`config.mk`:
```
export PLATFORM = sky130hd
export DESIGN_NAME = fetch_unit
export DESIGN_NICKNAME = d
export VERILOG_FILES = /design/src/rtl/fetch_unit_pkg.sv /design/src/rtl/fetch_unit_if_id_reg.sv /design/src/rtl/fetch_unit.sv
export SDC_FILE = /design/constraint.sdc
export NUM_CORES = 1
export LEC_CHECK = 0
export CAP_MARGIN = 20
export CELL_PAD_IN_SITES_DETAIL_PLACEMENT = 1
export CELL_PAD_IN_SITES_GLOBAL_PLACEMENT = 1
export CORE_MARGIN = 5
export CORE_UTILIZATION = 35
export CTS_BUF_LIST = sky130_fd_sc_hd__clkbuf_16
export CTS_CLUSTER_DIAMETER = 80
export DETAILED_ROUTE_END_ITERATION = 7
export HOLD_SLACK_MARGIN = 0.06
export PLACE_DENSITY_LB_ADDON = 0.25
export SLEW_MARGIN = 30
export SYNTH_ARGS = -nofsm -noshare
export SYNTH_HDL_FRONTEND = slang
export SYNTH_SLANG_ARGS = --single-unit
```
`constraint.sdc`:
```
create_clock -name clk -period 2.1 [get_ports clk]
set_clock_uncertainty 0.2 [all_clocks]
set_input_delay 0.315 -clock clk [delete_from_list [all_inputs] [get_ports clk]]
set_output_delay 0.315 -clock clk [all_outputs]
set_load 0.02 [all_outputs]
```
`src/rtl/fetch_unit_pkg.sv`:
```
// fetch_unit_pkg: shared encodings and types for the instruction-fetch stage.
// Holds next-PC select codes, the default NOP encoding, FSM state codes and
// the packed IF/ID payload type used between fetch_unit and its IF/ID register.
package fetch_unit_pkg;

  // IF_branch_select encodings; any value with bit 2 set is reserved and
  // behaves as sequential.
  localparam logic [2:0] SEL_SEQ = 3'b000;
  localparam logic [2:0] SEL_BEQ = 3'b001;
  localparam logic [2:0] SEL_BL  = 3'b010;
  localparam logic [2:0] SEL_BR  = 3'b011;

  localparam logic [15:0] NOP_ENC = 16'h0000;

  typedef enum logic [1:0] {
    S_REQ  = 2'b00,  // ready to issue a request at pc
    S_WAIT = 2'b01,  // live request outstanding
    S_DROP = 2'b10,  // killed request outstanding, response will be discarded
    S_HOLD = 2'b11   // response captured in skid buffer while ID stalls
  } state_e;

  typedef struct packed {
    logic [15:0] instr;
    logic [15:0] pc;
  } fetch_t;

endpackage

```
`src/rtl/fetch_unit_if_id_reg.sv`:
```
// fetch_unit_if_id_reg: IF/ID pipeline register, priority flush > stall > load > bubble.
// Latency: 1 cycle from load_vld_i to valid_o. Backpressure: stall_i freezes contents.
// Ports: flush_i/stall_i controls, load_vld_i + load_dat_i new fetch, instr_o/pc_o/valid_o to ID.
module fetch_unit_if_id_reg
  import fetch_unit_pkg::*;
#(
  parameter logic [15:0] NOP_INSTR = NOP_ENC
) (
  input  logic        clk,
  input  logic        rst_n,
  input  logic        flush_i,
  input  logic        stall_i,
  input  logic        load_vld_i,
  input  fetch_t      load_dat_i,
  output logic [15:0] instr_o,
  output logic [15:0] pc_o,
  output logic        valid_o
);

  fetch_t dat_q, dat_d;
  logic   vld_q, vld_d;

  // Bubbles keep the last pc; only instr and valid are meaningful downstream.
  always_comb begin
    dat_d = dat_q;
    vld_d = vld_q;
    if (flush_i) begin
      dat_d.instr = NOP_INSTR;
      vld_d       = 1'b0;
    end else if (stall_i) begin
      dat_d = dat_q;
      vld_d = vld_q;
    end else if (load_vld_i) begin
      dat_d = load_dat_i;
      vld_d = 1'b1;
    end else begin
      dat_d.instr = NOP_INSTR;
      vld_d       = 1'b0;
    end
  end

  always_ff @(posedge clk or negedge rst_n) begin
    if (!rst_n) begin
      dat_q <= '{instr: NOP_INSTR, pc: 16'h0000};
      vld_q <= 1'b0;
    end else begin
      dat_q <= dat_d;
      vld_q <= vld_d;
    end
  end

  assign instr_o = dat_q.instr;
  assign pc_o    = dat_q.pc;
  assign valid_o = vld_q;

endmodule

```
`src/rtl/fetch_unit.sv`:
```
// fetch_unit: IF stage; owns pc, issues single-outstanding imem requests, squashes on redirect.
// Latency: >=2 cycles pc->IF/ID (request + response); 1 instr / 2 cycles with 1-cycle imem.
// Backpressure: stall holds IF/ID, a response arriving under stall parks in a 1-entry skid.
// Ports: IF_branch_select + *_target redirect, stall/IF_ID_sync_nop from ID, imem_req/addr/
// rvalid/rdata memory side, IF_ID_instr/pc/valid to ID.
// Optional FETCH_PERF_CNT_EN adds saturating redirect_cnt and drop_cnt outputs.
module fetch_unit
  import fetch_unit_pkg::*;
#(
  parameter logic [15:0] RESET_PC  = 16'h0000,
  parameter logic [15:0] NOP_INSTR = NOP_ENC
) (
  input  logic        clk,
  input  logic        rst_n,
  input  logic        IF_ID_sync_nop,
  input  logic [2:0]  IF_branch_select,
  input  logic [15:0] beq_target,
  input  logic [15:0] bl_target,
  input  logic [15:0] br_target,
  input  logic        stall,
  output logic        imem_req,
  output logic [15:0] imem_addr,
  input  logic        imem_rvalid,
  input  logic [15:0] imem_rdata,
  output logic [15:0] IF_ID_instr,
  output logic [15:0] IF_ID_pc,
  output logic        IF_ID_valid
`ifdef FETCH_PERF_CNT_EN
  ,
  output logic [15:0] redirect_cnt,
  output logic [15:0] drop_cnt
`endif
);

  state_e      state_q, state_d;
  logic [15:0] pc_q, pc_d;
  logic [15:0] skid_q, skid_d;
  logic        skid_vld_q, skid_vld_d;

  logic        redirect;
  logic [15:0] target;
  logic        req_c;
  logic        ld_vld;
  fetch_t      ld_dat;

  always_comb begin
    redirect = 1'b0;
    target   = pc_q;
    case (IF_branch_select)
      SEL_SEQ: ;
      SEL_BEQ: begin redirect = 1'b1; target = beq_target; end
      SEL_BL:  begin redirect = 1'b1; target = bl_target;  end
      SEL_BR:  begin redirect = 1'b1; target = br_target;  end
      default: ;
    endcase
  end

  // pc stays on the instruction being fetched until it is handed to IF/ID,
  // so the load always carries pc_q as its address.
  always_comb begin
    state_d      = state_q;
    pc_d         = pc_q;
    skid_d       = skid_q;
    skid_vld_d   = skid_vld_q;
    req_c        = 1'b0;
    ld_vld       = 1'b0;
    ld_dat.instr = imem_rdata;
    ld_dat.pc    = pc_q;
    case (state_q)
      S_REQ: begin
        if (redirect) begin
          pc_d = target;
        end else begin
          req_c   = 1'b1;
          state_d = S_WAIT;
        end
      end
      S_WAIT: begin
        if (redirect) begin
          pc_d    = target;
          state_d = imem_rvalid ? S_REQ : S_DROP;
        end else if (imem_rvalid) begin
          if (stall) begin
            skid_d     = imem_rdata;
            skid_vld_d = 1'b1;
            state_d    = S_HOLD;
          end else begin
            ld_vld  = 1'b1;
            pc_d    = pc_q + 16'd1;
            state_d = S_REQ;
          end
        end
      end
      S_DROP: begin
        // A response arriving together with a new redirect is the stale one;
        // consuming it here avoids waiting for a response that never comes.
        if (redirect) pc_d = target;
        if (imem_rvalid) state_d = S_REQ;
      end
      S_HOLD: begin
        if (redirect) begin
          skid_vld_d = 1'b0;
          pc_d       = target;
          state_d    = S_REQ;
        end else if (!stall) begin
          ld_vld       = skid_vld_q;
          ld_dat.instr = skid_q;
          skid_vld_d   = 1'b0;
          pc_d         = pc_q + 16'd1;
          state_d      = S_REQ;
        end
      end
      default: state_d = S_REQ;
    endcase
  end

  always_ff @(posedge clk or negedge rst_n) begin
    if (!rst_n) begin
      state_q    <= S_REQ;
      pc_q       <= RESET_PC;
      skid_q     <= NOP_INSTR;
      skid_vld_q <= 1'b0;
    end else begin
      state_q    <= state_d;
      pc_q       <= pc_d;
      skid_q     <= skid_d;
      skid_vld_q <= skid_vld_d;
    end
  end

  // Gated by rst_n so no request strobe is seen while reset is held.
  assign imem_req  = rst_n & req_c;
  assign imem_addr = pc_q;

  fetch_unit_if_id_reg #(
    .NOP_INSTR (NOP_INSTR)
  ) u_if_id_reg (
    .clk        (clk),
    .rst_n      (rst_n),
    .flush_i    (IF_ID_sync_nop),
    .stall_i    (stall),
    .load_vld_i (ld_vld),
    .load_dat_i (ld_dat),
    .instr_o    (IF_ID_instr),
    .pc_o       (IF_ID_pc),
    .valid_o    (IF_ID_valid)
  );

`ifdef FETCH_PERF_CNT_EN
  logic        drop;
  logic [15:0] redirect_cnt_q, drop_cnt_q;

  assign drop = imem_rvalid &&
                ((state_q == S_WAIT && redirect) || state_q == S_DROP);

  always_ff @(posedge clk or negedge rst_n) begin
    if (!rst_n) begin
      redirect_cnt_q <= 16'h0000;
      drop_cnt_q     <= 16'h0000;
    end else begin
      if (redirect && redirect_cnt_q != 16'hFFFF) redirect_cnt_q <= redirect_cnt_q + 16'd1;
      if (drop && drop_cnt_q != 16'hFFFF)         drop_cnt_q     <= drop_cnt_q + 16'd1;
    end
  end

  assign redirect_cnt = redirect_cnt_q;
  assign drop_cnt     = drop_cnt_q;
`endif

`ifndef SYNTHESIS
  // Memory must only answer an outstanding request.
  always @(posedge clk) begin
    if (rst_n) begin
      assert (!(imem_rvalid && (state_q == S_REQ || state_q == S_HOLD)))
        else $error("imem_rvalid with no outstanding request");
    end
  end
`endif

endmodule

```
==> run_results.csv <==
group,metric,value,unit
route,dr.pass1.iters,4,
grt,globalRouteTotalUtil,18.2,%
grt,antenna_found_initial,0,
hold_path,hold_class,"reg -> reg",
logic_synthesis,synthCells,319,
route,drc,0,
logic_synthesis,synth-async-reset-ratio,100,%
critical_path,cpMaxStageDelayCell,"clkdlybuf4s50_1",
pwr,vdd_drop_max,0.398,mV
floorplanning,die_width,111,microns
timing,worst_pin_slew,0.638,ns
run_status,status,"finished clean",
clock_network,htreeDepth,3,
clock_network,path_clk_slew,0.05,ns
clock_network,insertion_delay,0.32,ns
pwr,leakagePower,2.43,nW
floorplanning,die_y,111,microns
layout,area_growth,53.8,%
critical_path,endpoint_kind,"primary output",
timing,finalSetupViolCount,0,
timing,finalCriticalPeriod,2.05,ns
layout,nNetsFinal,550,
floorplanning,core,10100,sq um
clock_network,cts.sinks,68,
logic_synthesis,synth_edf_count,0,
layout,diodes,0,
clock_network,cts_made_buffers,9,
logic_synthesis,synth.avg_cell_area,11.2,sq um
grt,grt_max_degree,69,
timing,finalSetupTns,0,ns
floorplanning,die-area,12300,sq um
critical_path,cp.required,1.58,ns
logic_synthesis,syn_nets,392,
timing,fin_crit_sh,97.6,%
critical_path,path_max_fanout,4,
layout,fin_cells,617,
logic_synthesis,ys_ff_latch,68,
clock_network,cts_root_buffer,"clkbuf_16",
floorplanning,initial_core_util,35.3,%
floorplanning,row_count,37,
timing,slew_headroom,57.5,%
critical_path,cp-start-kind,"flip-flop",
run,drv_cap,0,
layout,drive_above_1_share,22.0,%
floorplanning,ios,122,
logic_synthesis,seq_area_frac_synth,47.5,%
route,drt-initial-drc-count,125,
clock_network,clk_path_buf_depth,2,
route,wirelength,11100,microns
logic_synthesis,yosysWarnings,0,
place,dp_cells,596,
route,vias,3245,
route,route.detailed.wl_per_inst,18.0,microns
timing,max_freq,488,MHz
logic_synthesis,netlist_area,3580,sq um
grt,grt_overflow,0,
place,dp_hpwl,8470,microns
critical_path,arrival,1.53,ns
critical_path,r2r_cells,4,
hold_path,whs_path_depth,2,
place,routabilityCongestion,0.871,
clock_network,cts_tree,"yes",
timing,hold_viol,0,
critical_path,path_cells,"buf_4 -> clkdlybuf4s50_1",
layout,n_fill_cell,1124,
critical_path,critPathKind,"reg -> out",
grt,grt_first_pass_wirelength,18600,microns
route,drt-vias-per-instance,5.26,
pwr,power_density,932,nW/um^2
logic_synthesis,ys_types,55,
critical_path,cp_slowest_stage_delay,0.65,ns
route,postRouteAntennaNets,0,
grt,grt_pass1_vias,3641,
place,io_buffers,121,
timing,slew_violations,0,
logic_synthesis,synth_flop_cell,"dfrtp_1",
report_power, final:
part           switching (mW)  internal (mW)  leakage [nW]  total (mW)
Clock                   0.538          0.780         0.130        1.32
Sequential              0.274           1.69         0.822        1.96
Combinational           0.801           1.05          1.48        1.85
final cells by class:
| type | instances | area, sq um | area share [%] |
|---|---|---|---|
| clock inverters | 6 | 33.8 | 0.614 |
| inverters | 3 | 11.3 | 0.205 |
| flip-flops and latches | 68 | 1700 | 31.0 |
| clock buffers | 9 | 225 | 4.09 |
| well taps | 136 | 170 | 3.09 |
| repair buffers | 168 | 1600 | 29.1 |
| multi-input cells | 227 | 1760 | 32.0 |
cell usage after synthesis, types with 5 or more instances:
cell type | n | area (sq um)
mux2_2 | 23 | 259
nor2_1 | 11 | 41.3
nor4_1 | 5 | 31.3
nand3_1 | 9 | 45.0
nand4_1 | 5 | 31.3
dfrtp_1 | 68 | 1700
nand2_1 | 28 | 105
clkbuf_1 | 10 | 37.5
buf_2 | 7 | 35.0
mux2_4 | 13 | 195
a21oi_1 | 11 | 55.1
o32a_1 | 7 | 70.1
mux2i_1 | 29 | 290
o21ai_0 | 16 | 80.1
critical path, delay by kind of cell (launching register included):
| kind | cells | cell delay, ns |
|---|---|---|
| buffers and inverters | 2 | 0.81 |
| flip-flops | 1 | 0.40 |
sequential cells by signal, summed over array words and instances (netlist names):
| name | cells |
|---|---|
| skid_q | 16 |
| imem_addr | 16 |
| u_if_id_reg.instr_o | 16 |
| u_if_id_reg.valid_o | 1 |
| state_q | 2 |
| u_if_id_reg.pc_o | 16 |
| skid_vld_q | 1 |
final timing paths:
kind,slack [ns],startpoint,end
setup / recovery,0.05,imem_addr[0],imem_addr[0]
min in group asynchronous,0.48,rst_n,skid_q[2]
max in group asynchronous,0.73,rst_n,state_q[0]
hold / removal,0.28,u_if_id_reg.valid_o,u_if_id_reg.valid_o
hold reg to reg,0.28,u_if_id_reg.valid_o,u_if_id_reg.valid_o
setup reg to reg,0.09,imem_addr[1],imem_addr[14]
per-stage QoR:
step | worst slack [ns] | hold slack, ns | power [mW] | util [%] | area [sq um]
2_1_floorplan | 0.0685 | -0.181 | 2.90 | - | 3590
3_3_place_gp | -0.408 | 0.259 | 3.76 | 51.1 | 5180
3_5_place_dp | -0.456 | 0.266 | 3.84 | 51.1 | 5180
4_1_cts | 0.0199 | 0.0865 | 5.20 | 54.0 | 5470
5_1_grt | -0.0171 | 0.304 | 5.41 | 54.3 | 5510
6_report | 0.0501 | 0.277 | 5.13 | 54.3 | 5510
layout by cell type, fill, tap and decap left out, types with 2 or more instances in the layout:
master / count
nor3_1: 3
nand2_1: 28
mux2_4: 13
nor4_1: 5
o21ai_1: 4
dlygate4sd2_1: 3
buf_4: 42
clkdlybuf4s50_1: 116
xnor2_1: 3
a22oi_1: 4
mux2i_1: 29
nand2b_1: 4
nor2b_1: 4
dfrtp_1: 66
buf_12: 3
a211oi_1: 2
dfrtp_2: 2
nand4_1: 5
o21ai_0: 16
o2bb2ai_1: 2
or3_1: 4
nor2_1: 11
o22ai_1: 4
clkinv_2: 2
o32a_1: 7
a2bb2oi_1: 4
o31a_1: 3
nand3_1: 9
inv_1: 4
clkbuf_16: 9
and3_1: 2
mux2_2: 23
a21oi_1: 11
xor2_1: 2
metal layers:
layer,track usage [%],routed length (microns),up-vias
met5,0,0,-
met4,5.52,157,0
met3,4.80,649,11
met2,32.2,5610,110
met1,21.8,4700,1612
li1,-,-,1512
what timing repair did:
item                                   4_1_cts  5_1_grt
pin swaps                                    2        1
buffers inserted                             3        2
resized for setup                            7        3
endpoints found under the hold margin        0       68
hold buffers                                 0        1
setup endpoints to repair                   33        3
cells by family (layout without fill, tap and decap cells):
logic type / after synthesis / after routing / synth area share [%]
mux: 65 / 65 / 20.8
xor+xnor: 5 / 5 / 1.22
buf+inv: 24 / 186 / 3.50
flops: 68 / 68 / 47.5
simple gates: 84 / 84 / 12.1
compound gates: 72 / 72 / 14.5
fa+ha+maj: 1 / 1 / 0.349
Power figures use the tool's default switching activity.
